===== config.mk =====
export PLATFORM = sky130hd
export DESIGN_NAME = mod_time_counter_flat
export DESIGN_NICKNAME = d
export VERILOG_FILES = /design/src/rtl/mod_time_counter_pkg.sv /design/src/rtl/mod_time_counter_if.sv /design/src/rtl/bcd_digit_split.sv /design/src/rtl/mod_time_counter.sv /design/src/flat_wrapper.sv
export SDC_FILE = /design/constraint.sdc
export NUM_CORES = 1
export LEC_CHECK = 0
export CORE_MARGIN = 5
export CORE_UTILIZATION = 40
export CTS_CLUSTER_SIZE = 8
export DETAILED_ROUTE_END_ITERATION = 6
export GPL_TIMING_DRIVEN = 0
export PLACE_DENSITY = 0.73
export SYNTH_ARGS = -nofsm -noshare
export SYNTH_HDL_FRONTEND = slang
export SYNTH_SLANG_ARGS = --single-unit

===== constraint.sdc =====
create_clock -name clk50 -period 5.8 [get_ports clk50]
set_clock_uncertainty 0.15 [all_clocks]
set_input_delay 1.16 -clock clk50 [delete_from_list [all_inputs] [get_ports clk50]]
set_output_delay 1.16 -clock clk50 [all_outputs]
set_load 0.01 [all_outputs]

===== src/rtl/mod_time_counter_pkg.sv =====
// rtl/mod_time_counter_pkg.sv - shared constants and width helper for the time-digit counters
package mod_time_counter_pkg;

    localparam int TIME_SEC_MOD = 60;
    localparam int TIME_MIN_MOD = 60;
    localparam int TIME_HR_MOD  = 24;

    // 7-seg codes, bit order gfedcba, segment on = 1
    localparam logic [6:0] SEG_0     = 7'h3F;
    localparam logic [6:0] SEG_1     = 7'h06;
    localparam logic [6:0] SEG_2     = 7'h5B;
    localparam logic [6:0] SEG_3     = 7'h4F;
    localparam logic [6:0] SEG_4     = 7'h66;
    localparam logic [6:0] SEG_5     = 7'h6D;
    localparam logic [6:0] SEG_6     = 7'h7D;
    localparam logic [6:0] SEG_7     = 7'h07;
    localparam logic [6:0] SEG_8     = 7'h7F;
    localparam logic [6:0] SEG_9     = 7'h6F;
    localparam logic [6:0] SEG_BLANK = 7'h00;

    // bits needed to hold 0..modulo-1
    function automatic int count_width(input int modulo);
        int w;
        w = 1;
        while ((1 << w) < modulo) w++;
        return w;
    endfunction

endpackage


===== src/rtl/mod_time_counter_if.sv =====
// rtl/mod_time_counter_if.sv - control and digit signals of one time-counter stage
interface mod_time_counter_if #(
    parameter int WIDTH = 7
);
    logic             tick_in;
    logic             hold;
    logic             adj_n;
    logic             adj_up;
    logic [WIDTH-1:0] count;
    logic [3:0]       bcd_tens;
    logic [3:0]       bcd_ones;
    logic             carry_out;

    modport master (
        output tick_in, hold, adj_n, adj_up,
        input  count, bcd_tens, bcd_ones, carry_out
    );

    modport slave (
        input  tick_in, hold, adj_n, adj_up,
        output count, bcd_tens, bcd_ones, carry_out
    );
endinterface


===== src/rtl/bcd_digit_split.sv =====
// rtl/bcd_digit_split.sv - combinational split of a 0..99 count into tens and ones digits
module bcd_digit_split #(
    parameter int WIDTH = 7
) (
    input  logic [WIDTH-1:0] count,
    output logic [3:0]       bcd_tens,
    output logic [3:0]       bcd_ones
);
    logic [6:0] value;

    assign value    = 7'(count);
    assign bcd_tens = 4'(value / 7'd10);
    assign bcd_ones = 4'(value % 7'd10);
endmodule


===== src/rtl/mod_time_counter.sv =====
// rtl/mod_time_counter.sv - modulo-N time digit with carry chaining and manual adjust; ADJ_REPEAT_EN adds auto-repeat
module mod_time_counter
    import mod_time_counter_pkg::*;
#(
    parameter int MODULO        = TIME_SEC_MOD,
    parameter int WIDTH         = 7,
    parameter int RESET_VAL     = 0,
    parameter int REPEAT_DELAY  = 25_000_000,
    parameter int REPEAT_PERIOD = 5_000_000
) (
    input  logic              clk50,
    input  logic              reset,
    mod_time_counter_if.slave bus
);
    if (MODULO < 2 || MODULO > 100) begin : g_bad_modulo
        $fatal(1, "mod_time_counter: MODULO must be 2..100");
    end
    if (WIDTH < count_width(MODULO)) begin : g_bad_width
        $fatal(1, "mod_time_counter: WIDTH too small for MODULO");
    end
    if (RESET_VAL < 0 || RESET_VAL >= MODULO) begin : g_bad_reset_val
        $fatal(1, "mod_time_counter: RESET_VAL must be below MODULO");
    end
    if (REPEAT_DELAY < 1 || REPEAT_PERIOD < 1) begin : g_bad_repeat
        $fatal(1, "mod_time_counter: repeat timing must be at least one cycle");
    end

    localparam logic [WIDTH-1:0] MAX_VAL = WIDTH'(MODULO - 1);

    logic [WIDTH-1:0] count_q;
    logic [WIDTH-1:0] count_inc;
    logic [WIDTH-1:0] count_dec;
    logic             carry_q;
    logic             tick_q;
    logic             adj_q;
    logic             tick_rise;
    logic             adj_fall;
    logic             rep_fire;
    logic             adj_step;
    logic             tick_step;
    logic [3:0]       tens;
    logic [3:0]       ones;

    assign tick_rise = bus.tick_in & ~tick_q;
    assign adj_fall  = ~bus.adj_n & adj_q;

`ifdef ADJ_REPEAT_EN
    // Zero means idle; a fall loads the delay and the step fires when it counts down to one.
    logic [31:0] rep_cnt;

    assign rep_fire = ~bus.adj_n & ~adj_q & (rep_cnt == 32'd1);

    always_ff @(posedge clk50) begin
        if (reset || bus.adj_n) begin
            rep_cnt <= '0;
        end else if (adj_fall) begin
            rep_cnt <= 32'(REPEAT_DELAY);
        end else if (rep_fire) begin
            rep_cnt <= 32'(REPEAT_PERIOD);
        end else if (rep_cnt != 32'd0) begin
            rep_cnt <= rep_cnt - 32'd1;
        end
    end
`else
    assign rep_fire = 1'b0;
`endif

    assign adj_step  = adj_fall | rep_fire;
    assign tick_step = tick_rise & ~bus.hold & ~adj_step;
    assign count_inc = (count_q == MAX_VAL) ? '0 : count_q + WIDTH'(1);
    assign count_dec = (count_q == '0) ? MAX_VAL : count_q - WIDTH'(1);

    // adj_q follows the pin during reset so a button already held is not taken as a press
    always_ff @(posedge clk50) begin
        if (reset) begin
            count_q <= WIDTH'(RESET_VAL);
            carry_q <= 1'b0;
            tick_q  <= 1'b1;
            adj_q   <= bus.adj_n;
        end else begin
            tick_q  <= bus.tick_in;
            adj_q   <= bus.adj_n;
            carry_q <= tick_step & (count_q == MAX_VAL);
            if (adj_step) begin
                count_q <= bus.adj_up ? count_inc : count_dec;
            end else if (tick_step) begin
                count_q <= count_inc;
            end
        end
    end

    bcd_digit_split #(
        .WIDTH(WIDTH)
    ) u_split (
        .count    (count_q),
        .bcd_tens (tens),
        .bcd_ones (ones)
    );

    assign bus.count     = count_q;
    assign bus.carry_out = carry_q;
    assign bus.bcd_tens  = tens;
    assign bus.bcd_ones  = ones;
endmodule


===== src/flat_wrapper.sv =====
// flat-port wrapper written by rule: the top's interface ports become plain ports
module mod_time_counter_flat import mod_time_counter_pkg::*;
#(
    parameter int MODULO        = TIME_SEC_MOD,
    parameter int WIDTH         = 7,
    parameter int RESET_VAL     = 0,
    parameter int REPEAT_DELAY  = 25_000_000,
    parameter int REPEAT_PERIOD = 5_000_000
)
  (clk50, reset, bus_tick_in, bus_hold, bus_adj_n, bus_adj_up, bus_count, bus_bcd_tens, bus_bcd_ones, bus_carry_out);
  mod_time_counter_if #(.WIDTH(WIDTH)) bus_i ();
  input  logic clk50;
  input  logic reset;
  input wire logic [$bits(bus_i.tick_in)-1:0] bus_tick_in;
  input wire logic [$bits(bus_i.hold)-1:0] bus_hold;
  input wire logic [$bits(bus_i.adj_n)-1:0] bus_adj_n;
  input wire logic [$bits(bus_i.adj_up)-1:0] bus_adj_up;
  output wire logic [$bits(bus_i.count)-1:0] bus_count;
  output wire logic [$bits(bus_i.bcd_tens)-1:0] bus_bcd_tens;
  output wire logic [$bits(bus_i.bcd_ones)-1:0] bus_bcd_ones;
  output wire logic [$bits(bus_i.carry_out)-1:0] bus_carry_out;
  assign bus_i.tick_in = bus_tick_in;
  assign bus_i.hold = bus_hold;
  assign bus_i.adj_n = bus_adj_n;
  assign bus_i.adj_up = bus_adj_up;
  assign bus_count = bus_i.count;
  assign bus_bcd_tens = bus_i.bcd_tens;
  assign bus_bcd_ones = bus_i.bcd_ones;
  assign bus_carry_out = bus_i.carry_out;
  mod_time_counter #(.MODULO(MODULO), .WIDTH(WIDTH), .RESET_VAL(RESET_VAL), .REPEAT_DELAY(REPEAT_DELAY), .REPEAT_PERIOD(REPEAT_PERIOD)) u_core (.clk50(clk50), .reset(reset), .bus(bus_i));
endmodule

After elaboration in Yosys (flattened, before gate mapping)
Index checks and enable logic that the tools add are counted.
{ "word_totals": {"ff_bits": 10} }
{ "classes": {"n_addsub": 2, "n_div": 2, "eq_ne": 1, "mux": 5, "n_bitwise": 9, "n_reduce_logical": 2} }
{ "ops": {"columns": ["op", "n"], "rows": [
  ["two-way mux 7 bit", 5],
  ["adder 7 x 1 -> 7 bit, second input constant", 1],
  ["divider 7 x 4 -> 7 bit, second input constant", 1],
  ["== test 7 x 6 -> 1 bit, second input constant", 1],
  ["logical NOT 7 bit", 1],
  ["remainder unit 7 x 4 -> 7 bit, second input constant", 1],
  ["subtractor 7 x 1 -> 7 bit, second input constant", 1],
  ["AND 1 bit", 5],
  ["inverter 1 bit", 4],
  ["nonzero test 2 bit", 1]
]} }

Depth between registers and ports, before layout
Gate-level depths: netlist (run 1).
{ "depth": {"word_depth": 6, "mapped_depth": 8, "mapped_depth_nobuf": 7} }

By module
Synthesis (run 1) repeated with hierarchy kept, for this count alone.
{ "hier_totals": {"cells_unflattened": 149, "area_unflattened_um2": 1181.1} }
{ "by_module_without_submodules": {"columns": ["module", "n_inst", "cells_each", "area_each_um2", "seq_area_each_um2"], "rows": [
  ["mod_time_counter", 1, 93, 747.0, 200.2],
  ["bcd_digit_split", 1, 56, 434.2, 0.0]
]} }

Least setup slack after synthesis (run 1)
Ideal clock, no wire load.
{ "synth_path": {"path_kind": "flip-flop to output port", "from": "register u_core.count_q[5] (netlist: u_core.bus.count[5])", "to": "output port bus_bcd_ones[2]", "t_arrival_ns": 1.982, "t_required_ns": 4.490, "setup_slack_ns": 2.508, "path_stages_with_launch": 8, "n_path_buf": 1, "cell_sequence": "dfxtp_1 > buf_2 > or3b_2 > nor2_1 > a21oi_1 > ha_1 > o221ai_2 > mux2i_1"} }
{ "synth_between": {"elab_chain_len": 1} }
{ "synth_lines": {"columns": ["element", "line_no", "source"], "rows": [
  ["from (decl)", "mod_time_counter.sv:30", "logic [WIDTH-1:0] count_q;"],
  ["from (signal assigned)", "mod_time_counter.sv:76", "count_q <= WIDTH'(RESET_VAL);"],
  ["from (signal assigned)", "mod_time_counter.sv:85", "count_q <= bus.adj_up ? count_inc : count_dec;"],
  ["from (signal assigned)", "mod_time_counter.sv:87", "count_q <= count_inc;"],
  ["remainder unit 7 x 4 -> 7 bit", "bcd_digit_split.sv:13", "assign bcd_ones = 4'(value % 7'd10);"],
  ["to (decl)", "flat_wrapper.sv:20", "output wire logic [$bits(bus_i.bcd_ones)-1:0] bus_bcd_ones;"]
]} }
Every way passes these cells.

Worst setup path after layout (run 1)
{ "layout_path": {"from": "register u_core.count_q[4] (netlist: u_core.bus.count[4])", "to": "output port bus_bcd_ones[2]"} }
Same word-level chain as after synthesis.

==> impl_metrics.ini, run 1 <==
[outcome]
status = finished clean

[worst_setup_path]
critPathKind = reg -> out
worstPathRequired_ps = 4490
start_kind = flip-flop
path_buf_inv = 2
critical-path-max-stage-delay_ps = 560
slowest_stage = clkdlybuf4s50_1
crit_chain = clkbuf_1 -> xnor2_1 -> o22ai_1 -> a21oi_1 -> ha_1 -> o221ai_2 -> mux2i_1 -> clkdlybuf4s50_1
critical-path-top-delay-family = buffers and inverters
arrival_ps = 2880
path_max_fanout = 10
end_kind = primary output

[pwr]
intPower_mw = 0.1453
power.leakage_nw = 0.4707
power_density_nw_per_um2 = 162.9
vdd_drop_max_uv = 114.5
p_comb_share_pct = 34.4
clkPwrFrac_pct = 30.6
switching_share_pct = 32.49
seqPwrFrac_pct = 35.0
switchingPower_mw = 0.06994

[clocking]
clockBufferDepth = 2
clock-sinks = 10
numCtsBuffers = 3
clk_pin_slew_ps = 70
cts_hold_buf = 0
htreeDepth = 1
clkLatencyLatePin_ps = 280
postCtsSetupBuffers = 0
cts-root-buf = clkbuf_4
cts_tree = built
cts_resized = 0

[sta]
fin_crit_sh_pct = 72.18
setup_viol = 0
slew_violations = 0
slew_headroom_pct = 40.41
tns_ps = 0
holdWs_ps = 376.8
fmax_mhz = 238.9
hold_viol = 0
max_slew.worst_pin.slew_ps = 891.9
min_period_ps = 4186
rsz0062_at_grt = no
layout_setup_ws_ps = 1614

[synth]
syn_area_per_cell_um2 = 7.323
synth_top_area_share_pct = 19.12
ys_warn_count = 0
async_flop_share_pct = 0
synth_nets = 154
synth_top_cells_by_count = a21oi_1 (15), nor2_1 (15), nand2_1 (11)
synth.largest_area_cell = dfxtp_1
synth_cell_types = 54
syn_inst = 143
synth_edf_count = 0
netlist_top_cells_area = dfxtp_1 (19%), a21oi_1 (7.2%), ha_1 (6.0%)
synth_seq_area_share_pct = 19.12
synth_area_um2 = 1047
ys.flop_type = dfxtp_1
ys_ff_latch = 10

[floorplan]
dieArea_um2 = 3741
ios = 22
die_h_um = 61.17
start_util_pct = 41.89
rows = 18
coreArea_um2 = 2500
fp.dieW_um = 61.17

[final_layout]
drive_gt1_share_pct = 12.57
antenna_cells = 0
area_growth_pct = 26.17
final_nets = 179

[routing]
routed_via_density = 5.990
first_iter_violations = 62
wl_per_cell_um = 14.46
drc = 0
vias = 1180
drtPass1Iterations = 4
routed_wl_mm = 2.848
ant_nets = 0

[global_routing]
grt_pass1_vias = 1105
grt_use_total_pct = 16.68
grt_max_degree = 11
grt_antenna_before_repair = 0
overflow = 0
grt_pass1_wl_mm = 4.809

[place]
gp_congestion = 0.8627
dp_hpwl_mm = 2.198
dp_slack_ps = 1983
port_buffers = 20

[flow_run]
max_cap_violations = 0

[min_path]
hold_class = reg -> reg
-- cell families after synthesis --
family	synth area share, %
buffers and inverters	6.212
AO/OA/AOI/OAI	32.14
multiplexers	2.031
flip-flops	19.12
adder cells (fa/ha/maj)	6.930
AND/OR/NAND/NOR	28.55
XOR/XNOR	5.018
-- layout make-up --
cell class | instances | area [µm²]
fill | 264 | 1179
multi-input combinational | 118 | 782.0
timing repair buffer | 20 | 200.2
tap | 30 | 37.54
clock buffer | 4 | 36.28
buffer | 10 | 46.29
inverter | 5 | 18.77
sequential | 10 | 200.2
-- tightest hold or removal path: stages (launching register included) --
cell	delay [ps]
dfxtp_1	310
nor2_1	60
nand2_1	70
nor4b_1	50
-- registers in the layout, indices dropped and copies added, names as in the netlist --
signal,cells
u_core.adj_q,1
u_core.tick_q,1
u_core.bus.count,7
u_core.bus.carry_out,1
-- final timing paths --
check,startpoint,end,slack (ps),cells after the start
setup / recovery,u_core.bus.count[4],bus_bcd_ones[2],1610,8
hold / removal,u_core.tick_q,u_core.bus.carry_out,380,3
setup reg to reg,u_core.bus.count[3],u_core.bus.count[6],3630,6
hold reg to reg,u_core.tick_q,u_core.bus.carry_out,380,3
-- power by group through the flow --
stage               Combinational, mW  Sequential (mW)  Clock (mW)
floorplan                      0.0462           0.0770           0
global placement               0.0716           0.0768           0
detailed placement             0.0733           0.0769           0
CTS                            0.0739           0.0753      0.0663
global route                   0.0813           0.0759      0.0706
finish                         0.0741           0.0752      0.0659
-- cells in the final DEF (no fill, tap or decap), drive strengths merged, types with 4 or more instances in the layout --
master,count
a21oi,16
buf,6
clkbuf,8
clkdlybuf4s50,20
dfxtp,10
ha,5
inv,5
nand2,11
nand3,5
nor2,15
o211ai,4
o21ai,10
or3,4
xnor2,5
-- metrics by stage --
stage	instance area [µm²]	total power, mW	utilization (%)	std cells
final	1321	0.2152	52.85	197
after global routing	1321	0.2278	52.85	197
after CTS	1321	0.2155	52.85	197
after detailed placement	1285	0.1503	51.40	193
after global placement	1285	0.1484	51.40	193
after floorplan	1047	0.1232	-	143
-- per-layer routing --
layer  global-route usage, %  routed length (µm)
met5                       0                   0
met4                   6.192                  34
met3                   2.306                 256
met2                   29.61                1353
met1                   20.28                1203
Power figures use the tool's default switching activity.
==> run 2, diff against run 1 <==
--- a/config.mk
+++ b/config.mk
@@ -10,7 +10,7 @@
 export CTS_CLUSTER_SIZE = 8
 export DETAILED_ROUTE_END_ITERATION = 6
 export GPL_TIMING_DRIVEN = 0
-export PLACE_DENSITY = 0.73
+export PLACE_DENSITY = 0.76
 export SYNTH_ARGS = -nofsm -noshare
 export SYNTH_HDL_FRONTEND = slang
 export SYNTH_SLANG_ARGS = --single-unit
==> constraint.sdc (replaced) <==
create_clock -name clk50 -period 3.4 [get_ports clk50]
set_clock_uncertainty 0.15 [all_clocks]
set_input_delay 0.68 -clock clk50 [delete_from_list [all_inputs] [get_ports clk50]]
set_output_delay 0.68 -clock clk50 [all_outputs]
set_load 0.01 [all_outputs]
==> impl_metrics.ini, run 2 (synthesis results as in run 1) <==
[outcome]
status = finished clean

[floorplan]
ios = 22
start_util_pct = 41.89
fp.dieW_um = 61.17
coreArea_um2 = 2500
die_h_um = 61.17
rows = 18
dieArea_um2 = 3741

[worst_setup_path]
arrival_ps = 2410
critPathKind = reg -> out
end_kind = primary output
start_kind = flip-flop
path_max_fanout = 10
worstPathRequired_ps = 2570
reg2reg_slack_ps = 1330

[pwr]
power.leakage_nw = 0.5355
p_comb_share_pct = 35.1
p_total_mw = 0.3686
seqPwrFrac_pct = 34.9
switching_share_pct = 32.56
vdd_drop_max_uv = 234.1
intPower_mw = 0.2486
switchingPower_mw = 0.1200
power_density_nw_per_um2 = 270.3
clkPwrFrac_pct = 30.0

[sta]
fin_crit_sh_pct = 95.42
max_slew.worst_pin.slew_ps = 937.6
rsz0062_at_grt = no
fmax_mhz = 308.2
slew_violations = 0
min_period_ps = 3244
slew_headroom_pct = 37.36
setup_viol = 0
holdWs_ps = 376.8
tns_ps = 0
hold_viol = 0

[clocking]
clk_pin_slew_ps = 70
clock-sinks = 10
cts-root-buf = clkbuf_4
clockBufferDepth = 2
clkLatencyLatePin_ps = 270
cts_tree = built
numCtsBuffers = 3
htreeDepth = 1

[routing]
wl_per_cell_um = 14.55
drtPass1Iterations = 6
ant_nets = 0
drc = 0
vias = 1210
routed_via_density = 6.080
first_iter_violations = 48
routed_wl_mm = 2.895

[global_routing]
grt_pass1_vias = 1040
grt_pass1_wl_mm = 4.692
grt_antenna_before_repair = 0
overflow = 0
grt_max_degree = 11
grt_use_total_pct = 16.17

[place]
gp_congestion = 0.8777
placed_cell_area_um2 = 1285
port_buffers = 20
dp_hpwl_mm = 2.129

[final_layout]
stdcell_area_um2 = 1364
largest_reg_flops = 7
multiInputGateArea_um2 = 800.8
final_nets = 181
drive_gt1_share_pct = 18.34
final_util_pct = 54.55
layout_common_cells = clkdlybuf4s50_1 (16), nor2_1 (14), a21oi_1 (14), nand2_1 (11)
fill_cells = 241
seqCellArea_um2 = 200.2
final_common_cell = clkdlybuf4s50_1
antenna_cells = 0
area_growth_pct = 30.23

[flow_run]
max_cap_violations = 0

[min_path]
hold_class = reg -> reg
-- run 2: power by group through the flow --
stage	Clock, mW	Combinational, mW	Sequential [mW]
after CTS	0.114	0.128	0.128
after global routing	0.120	0.141	0.129
final	0.111	0.129	0.129
after floorplan	0	0.0788	0.131
after detailed placement	0	0.126	0.131
after global placement	0	0.123	0.131
-- run 2: final cells by class --
| class | instances | share of cell area (%) |
|---|---|---|
| Timing Repair Buffer | 22 | 15.69 |
| Tap cell | 30 | 2.752 |
| Inverter | 5 | 1.376 |
| Sequential cell | 10 | 14.68 |
| Clock buffer | 4 | 2.661 |
| Multi-Input combinational cell | 118 | 58.72 |
| Buffer | 10 | 4.128 |
-- run 2: routing by layer --
metal	vias to the layer above	wire length, µm	GRT usage [%]
met3	4	198	2.725
met4	0	38	4.644
met2	51	1333	27.49
met1	573	1324	20.91
met5	-	0	0
li1	582	-	-
-- run 2: critical path, cell delays in order (launching register included) --
cell           delay, ps
dfxtp_1              340
buf_4                180
nand2b_2             240
a2bb2oi_1            200
o22ai_1              130
a21oi_2              150
ha_2                 220
o221ai_2             110
buf_4                150
xnor2_1              140
dlygate4sd2_1        280
-- run 2: through the flow --
stage / setup slack [ps] / instances
floorplan: 587.7 / 143
global placement: 110.2 / 193
detailed placement: -16.30 / 193
CTS: 2.545 / 199
global route: 54.83 / 199
finish: 155.8 / 199
-- run 2: final timing paths --
| check | cells after the start | from | endpoint |
|---|---|---|---|
| min | 3 | u_core.tick_q | u_core.bus.carry_out |
| max | 10 | u_core.bus.count[3] | bus_bcd_ones[1] |
| min reg2reg | 3 | u_core.tick_q | u_core.bus.carry_out |
| max reg2reg | 7 | u_core.bus.count[5] | u_core.bus.count[2] |
-- run 2: repair_timing --
| action | CTS | global route |
|---|---|---|
| hold buffers | 0 | 0 |
| pin swaps | 1 | 0 |
| endpoints found under the setup margin | 4 | 4 |
| gates resized for setup | 7 | 10 |
| setup buffers | 2 | 0 |
| cloned | 0 | 0 |
